<file path="src/rtl/sample_serializer.sv">
// Requests samples from the producer and shifts each one out MSB-first with bit clock and frame sync.
// Optional trailing even-parity bit when SAMPLE_SERIALIZER_PARITY_EN is defined.
module sample_serializer #(
   parameter int N_FRAC  = 7,
   parameter int CLK_DIV = 4
) (
   input  logic              clk_i,
   input  logic              rst_i,
   input  logic              enable_i,
   input  logic [N_FRAC:0]   data_i,
   input  logic              data_in_valid_strobe_i,
   output logic              next_data_strobe_o,
   output logic              ser_data_o,
   output logic              ser_clk_o,
   output logic              ser_frame_o,
   output logic              busy_o
);

   localparam int W = N_FRAC + 1;
`ifdef SAMPLE_SERIALIZER_PARITY_EN
   localparam int NB = W + 1;
`else
   localparam int NB = W;
`endif
   localparam int DW = $clog2(CLK_DIV);
   localparam int BW = $clog2(NB + 1);

   typedef enum logic [1:0] {IDLE, REQ, WAIT, SHIFT} state_t;

   state_t          state, state_n;
   logic [NB-1:0]   sh, sh_n, load;
   logic [DW-1:0]   div, div_n;
   logic [BW-1:0]   cnt, cnt_n;

`ifdef SAMPLE_SERIALIZER_PARITY_EN
   assign load = {data_i, ^data_i};
`else
   assign load = data_i;
`endif

   always_comb begin
      state_n = state;
      sh_n    = sh;
      div_n   = div;
      cnt_n   = cnt;
      case (state)
         IDLE:  if (enable_i) state_n = REQ;
         REQ:   state_n = WAIT;
         WAIT: begin
            // A returning sample takes priority over a dropped enable.
            if (data_in_valid_strobe_i) begin
               sh_n    = load;
               div_n   = '0;
               cnt_n   = '0;
               state_n = SHIFT;
            end else if (!enable_i) begin
               state_n = IDLE;
            end
         end
         SHIFT: begin
            if (div == DW'(CLK_DIV - 1)) begin
               div_n = '0;
               sh_n  = sh << 1;
               cnt_n = cnt + BW'(1);
               if (cnt == BW'(NB - 1)) state_n = enable_i ? REQ : IDLE;
            end else begin
               div_n = div + DW'(1);
            end
         end
         default: state_n = IDLE;
      endcase
   end

   // Outputs are registered from the next-state values so they line up with the state they describe.
   always_ff @(posedge clk_i) begin
      if (rst_i) begin
         state              <= IDLE;
         sh                 <= '0;
         div                <= '0;
         cnt                <= '0;
         next_data_strobe_o <= 1'b0;
         ser_data_o         <= 1'b0;
         ser_clk_o          <= 1'b0;
         ser_frame_o        <= 1'b0;
         busy_o             <= 1'b0;
      end else begin
         state              <= state_n;
         sh                 <= sh_n;
         div                <= div_n;
         cnt                <= cnt_n;
         next_data_strobe_o <= (state_n == REQ);
         ser_data_o         <= (state_n == SHIFT) && sh_n[NB-1];
         ser_clk_o          <= (state_n == SHIFT) && (div_n >= DW'(CLK_DIV / 2));
         ser_frame_o        <= (state_n == SHIFT) && (cnt_n == '0);
         busy_o             <= (state_n != IDLE);
      end
   end

endmodule

</file>
<file path="config.mk">
export PLATFORM = sky130hd
export DESIGN_NAME = sample_serializer
export DESIGN_NICKNAME = d
export VERILOG_FILES = /design/src/rtl/sample_serializer.sv
export SDC_FILE = /design/constraint.sdc
export NUM_CORES = 1
export LEC_CHECK = 0
export BUFFER_PORTS_ARGS = -buffer_cell sky130_fd_sc_hd__clkbuf_2
export CAP_MARGIN = 20
export CORE_ASPECT_RATIO = 1.75
export CORE_UTILIZATION = 35
export DETAILED_ROUTE_END_ITERATION = 10
export GPL_ROUTABILITY_DRIVEN = 0
export PLACE_DENSITY_LB_ADDON = 0.3
export SYNTH_ARGS = -nofsm -noshare
export SYNTH_HDL_FRONTEND = slang
export SYNTH_SLANG_ARGS = --single-unit
</file>
<file path="constraint.sdc">
create_clock -name clk_i -period 2.35 [get_ports clk_i]
set_input_delay 0.3525 -clock clk_i [delete_from_list [all_inputs] [get_ports clk_i]]
set_output_delay 0.3525 -clock clk_i [all_outputs]
set_load 0.05 [all_outputs]
</file>
# == Word level (Yosys, flattened, before mapping) ==
# Cells that the tools add are included.
# totals
elab_cells,46
ff_bits,21
in_bits,12
output_inout_bits,5
# classes
mux,16
reduce_logical,8
eq_ne,9
magnitude_cmp,1
addsub,2
# op_table
operator,n
$mux 8,2
$pmux 8 s2,1
$mux 2,7
$eq 2x2->1 const B,4
$mux 4,2
$pmux 2 s4,1
$pmux 4 s2,1
$add 4x1->4 const B,1
$eq 2x1->1 const B,2
$eq 4x3->1 const B,1
$logic_not 4->1,1
$ne 2x2->1 const B,2
$pmux 2 s2,1
$reduce_bool 2->1,2
$logic_and 1x1->1,3
$reduce_and 3->1,1
$add 2x1->2 const B,1
$ge 2x2->1 const B,1
$logic_not 2->1,1
$mux 1,1

# == Depth between registers and ports, before layout ==
# logic_depth
ltp_word,6
mapped_depth,6
mapped_depth_nobuf,5

# == Worst setup path before layout ==
# OpenSTA, ideal clock, no wires.
# synth_path
path_kind,register -> register
from,register div[0]
to,register ser_data_o
arrival_time_ps,1510
path_stages_with_launch,7
synth_period_minus_slack_ps,1569
setup_time_ps,59
path_buffers,1
setup_slack_ps,781
required_ps,2291
cell_sequence,dfxtp_1 > ha_1 > and3_1 > buf_6 > or3b_4 > a21oi_2 > and2_1
# synth_between
elab_chain_len,5
word_cells_on_any_way,7
cone_classes,eq/ne: 2; mux: 4; reduce/logical: 1
# synth_lines
element,line_no,text
from (decl),32,"logic [DW-1:0] div, div_n;"
from (signal assigned),89,div <= div_n;
$eq 2x2->1 *,61,if (div == DW'(CLK_DIV - 1)) begin
$mux 2,61,
$pmux 2 s4,46,case (state)
$eq 2x2->1,92,ser_data_o <= (state_n == SHIFT) && sh_n[NB-1];
$logic_and 1x1->1 *,92,
to (signal assigned),92,
to (decl),13,"output logic ser_data_o,"
# Every way passes the cells marked *; elsewhere a longest branch is shown, timed or not. The select of a mux whose other input is x is not followed.
# A chain may end at the register's enable or synchronous reset.

# == Final worst setup path ==
# Same ends and word-level chain as after synthesis.

==> results.cfg <==
[placed_design]
dp.cells = 138
dp.final_hpwl_um = 1357
pre_cts_ws_ps = 674.2
placement.io_buffers = 16

[yosys]
ys_types = 36
synth-seq-area-share_pct = 45.71
netlist_area_um2 = 919.6
yosys.area_share.simple_pct = 24.76
yosysWarnings = 0
synth_compound_area_share_pct = 21.50
synth_edf_count = 0
ys.flop_type = dfxtp_1
yosys-mux-area-fraction_pct = 0
synthXorXnorAreaFrac_pct = 0
syn_nets = 116
syn_avg_cell_area_um2 = 9.016
synth_fa_ha_area_share_pct = 2.721
synth_top_area_share_pct = 45.71
synth_seq_cells = 21
synth_top_family_by_area = simple AND/OR/NAND/NOR gates
syn_inst = 102
synth_area_leaders = dfxtp_1 46%, a22oi_1 6.5%, a21oi_1 6.0%
synth.largest_area_cell = dfxtp_1
async_flop_share_pct = 0

[cts]
cts_tree = done
clockBufferDepth = 2
clock_sinks = 21
clockRootBuffer = clkbuf_8
path_clk_slew_ps = 80
hold_buffers = 0
htree_levels = 1
cts_setup_buffers = 0
clock_latency_ps = 260
ctsResizeCount = 0
cts_made_buffers = 3

[sta]
min_period_ps = 1699
clock_skew_ps = 4.070
final.setup.tns_ps = 0
final_max_slew_viol_count = 0
fin_ws_ps = 651.4
holdWs_ps = 352.4
finalHoldViolations = 0
slew_headroom_pct = 60.17
rsz0062_at_grt = false
setup_viol = 0
finalCritPeriodShare_pct = 72.28
worst_pin_slew_ps = 590.0
fmax_mhz = 588.7

[critical_path]
required_ps = 2560
crit_path_start_kind = flip-flop
crit_start = div[0]
critPathCaptureType = flip-flop
crit_type = reg -> reg
critPathArrivalTime_ps = 1900
path_max_fanout = 10
rr_startpoint = div[0]

[floorplan]
placeableCoreArea_um2 = 2492
die_area_um2 = 2845
die_h_um = 69.81
io_pins = 17
placementRows = 24
initial_core_util_pct = 36.90
die_x_um = 40.75

[global_route]
grt_max_degree = 21
antenna_found_initial = 0
grt_pass1_vias = 690
track_usage_pct = 14.11
grt_pass1_wl_um = 2891
grt_overflow = 0

[finish]
diodes = 0
area_delta_synth_final_pct = 13.20
final_net_count = 131
layout_commonest_cell = dfxtp_1
most-common-layout-cells = 21 x dfxtp_1, 16 x clkbuf_2, 13 x nand2_1
drive_above_1_share_pct = 23.28
fillers = 257
fin_cells = 142

[power_and_ir_drop]
irDropWorstVdd_mv = 0.2788
powerDensity_nw_per_um2 = 662.5
leakage_nw = 0.4257
total_power_w = 0.0006896

[outcome]
run_status = complete, no violations

[routing]
drc = 0
final_antenna_net_count = 0
firstDrtPassIters = 4
wl_per_cell_um = 13.06
finalWirelength_um = 1854
drt-vias-per-instance = 5.556
drtIter0Drc = 32
vias = 789

[min_path]
hp-start = data_i[0]
hold_path_class = in -> reg

[run]
drv_cap = 0
-- flip-flops by register name, indices dropped and copies added (netlist names), 2 cells and up --
register,count
sh,8
cnt,4
div,2
state,2
-- worst max-delay path, stage by stage, from the launching register on --
cell     delay (ps)
dfxtp_1         330
ha_1            290
and3_1          320
or3b_4          430
a21oi_2         150
and2_1          130
-- where the power goes --
group	leakage, nW	internal [W]	switching, W	total, W
Clock	0.0255	0.000118	0.000113	0.000231
Sequential	0.171	0.000370	0.0000151	0.000385
Combinational	0.230	0.0000260	0.0000477	0.0000737
Total	0.426	0.000513	0.000176	0.000690
-- metal layers --
layer / track usage, % / part of all wire, % / vias to the layer above / wire length, µm
met3: 2.885 / 3.5 / 2 / 65
met5: 0 / 0 / - / 0
met2: 23.46 / 52 / 17 / 962
met1: 16.29 / 43 / 368 / 804
li1: - / - / 402 / -
met4: 5.556 / 1.2 / 0 / 23
-- area by class of cell --
type,count,area [µm²],share of cell area (%)
multi-input combinational,72,450.4,43.27
clock inverter,1,5.005,0.4808
sequential,21,420.4,40.38
timing repair buffer,16,80.08,7.692
tap,26,32.53,3.125
clock buffer,3,41.29,3.966
inverter,3,11.26,1.082
-- kinds of logic (layout without fill, tap and decap cells) --
kind of cell / count (synthesis) / in the layout
simple gates: 40 / 40
compound gates: 30 / 30
flops: 21 / 21
buf+inv: 9 / 23
fa+ha+maj: 2 / 2
-- Yosys cell counts, types with 2 or more instances --
master	count
a211oi_1	2
dfxtp_1	21
a21oi_1	11
a22oi_1	8
ha_1	2
inv_1	3
nor2_1	8
and4b_1	2
nand3_1	2
buf_2	3
and3b_2	2
nand2_1	13
nand4_1	2
-- metrics by stage --
stage	util [%]	cell area (µm²)
finish	41.77	1041
global route	41.77	1041
CTS	41.77	1041
detailed placement	39.91	994.7
global placement	39.91	994.7
floorplan	-	919.6
-- path summary, 6_finish.rpt --
| check | end | slack (ps) | cells past startpoint |
|---|---|---|---|
| worst max register to register | ser_data_o | 650 | 5 |
| worst max-delay path | ser_data_o | 650 | 5 |
| worst min register to register | sh[5] | 460 | 2 |
| worst min-delay path | sh[0] | 350 | 3 |
(Power assumes the default switching activity.)
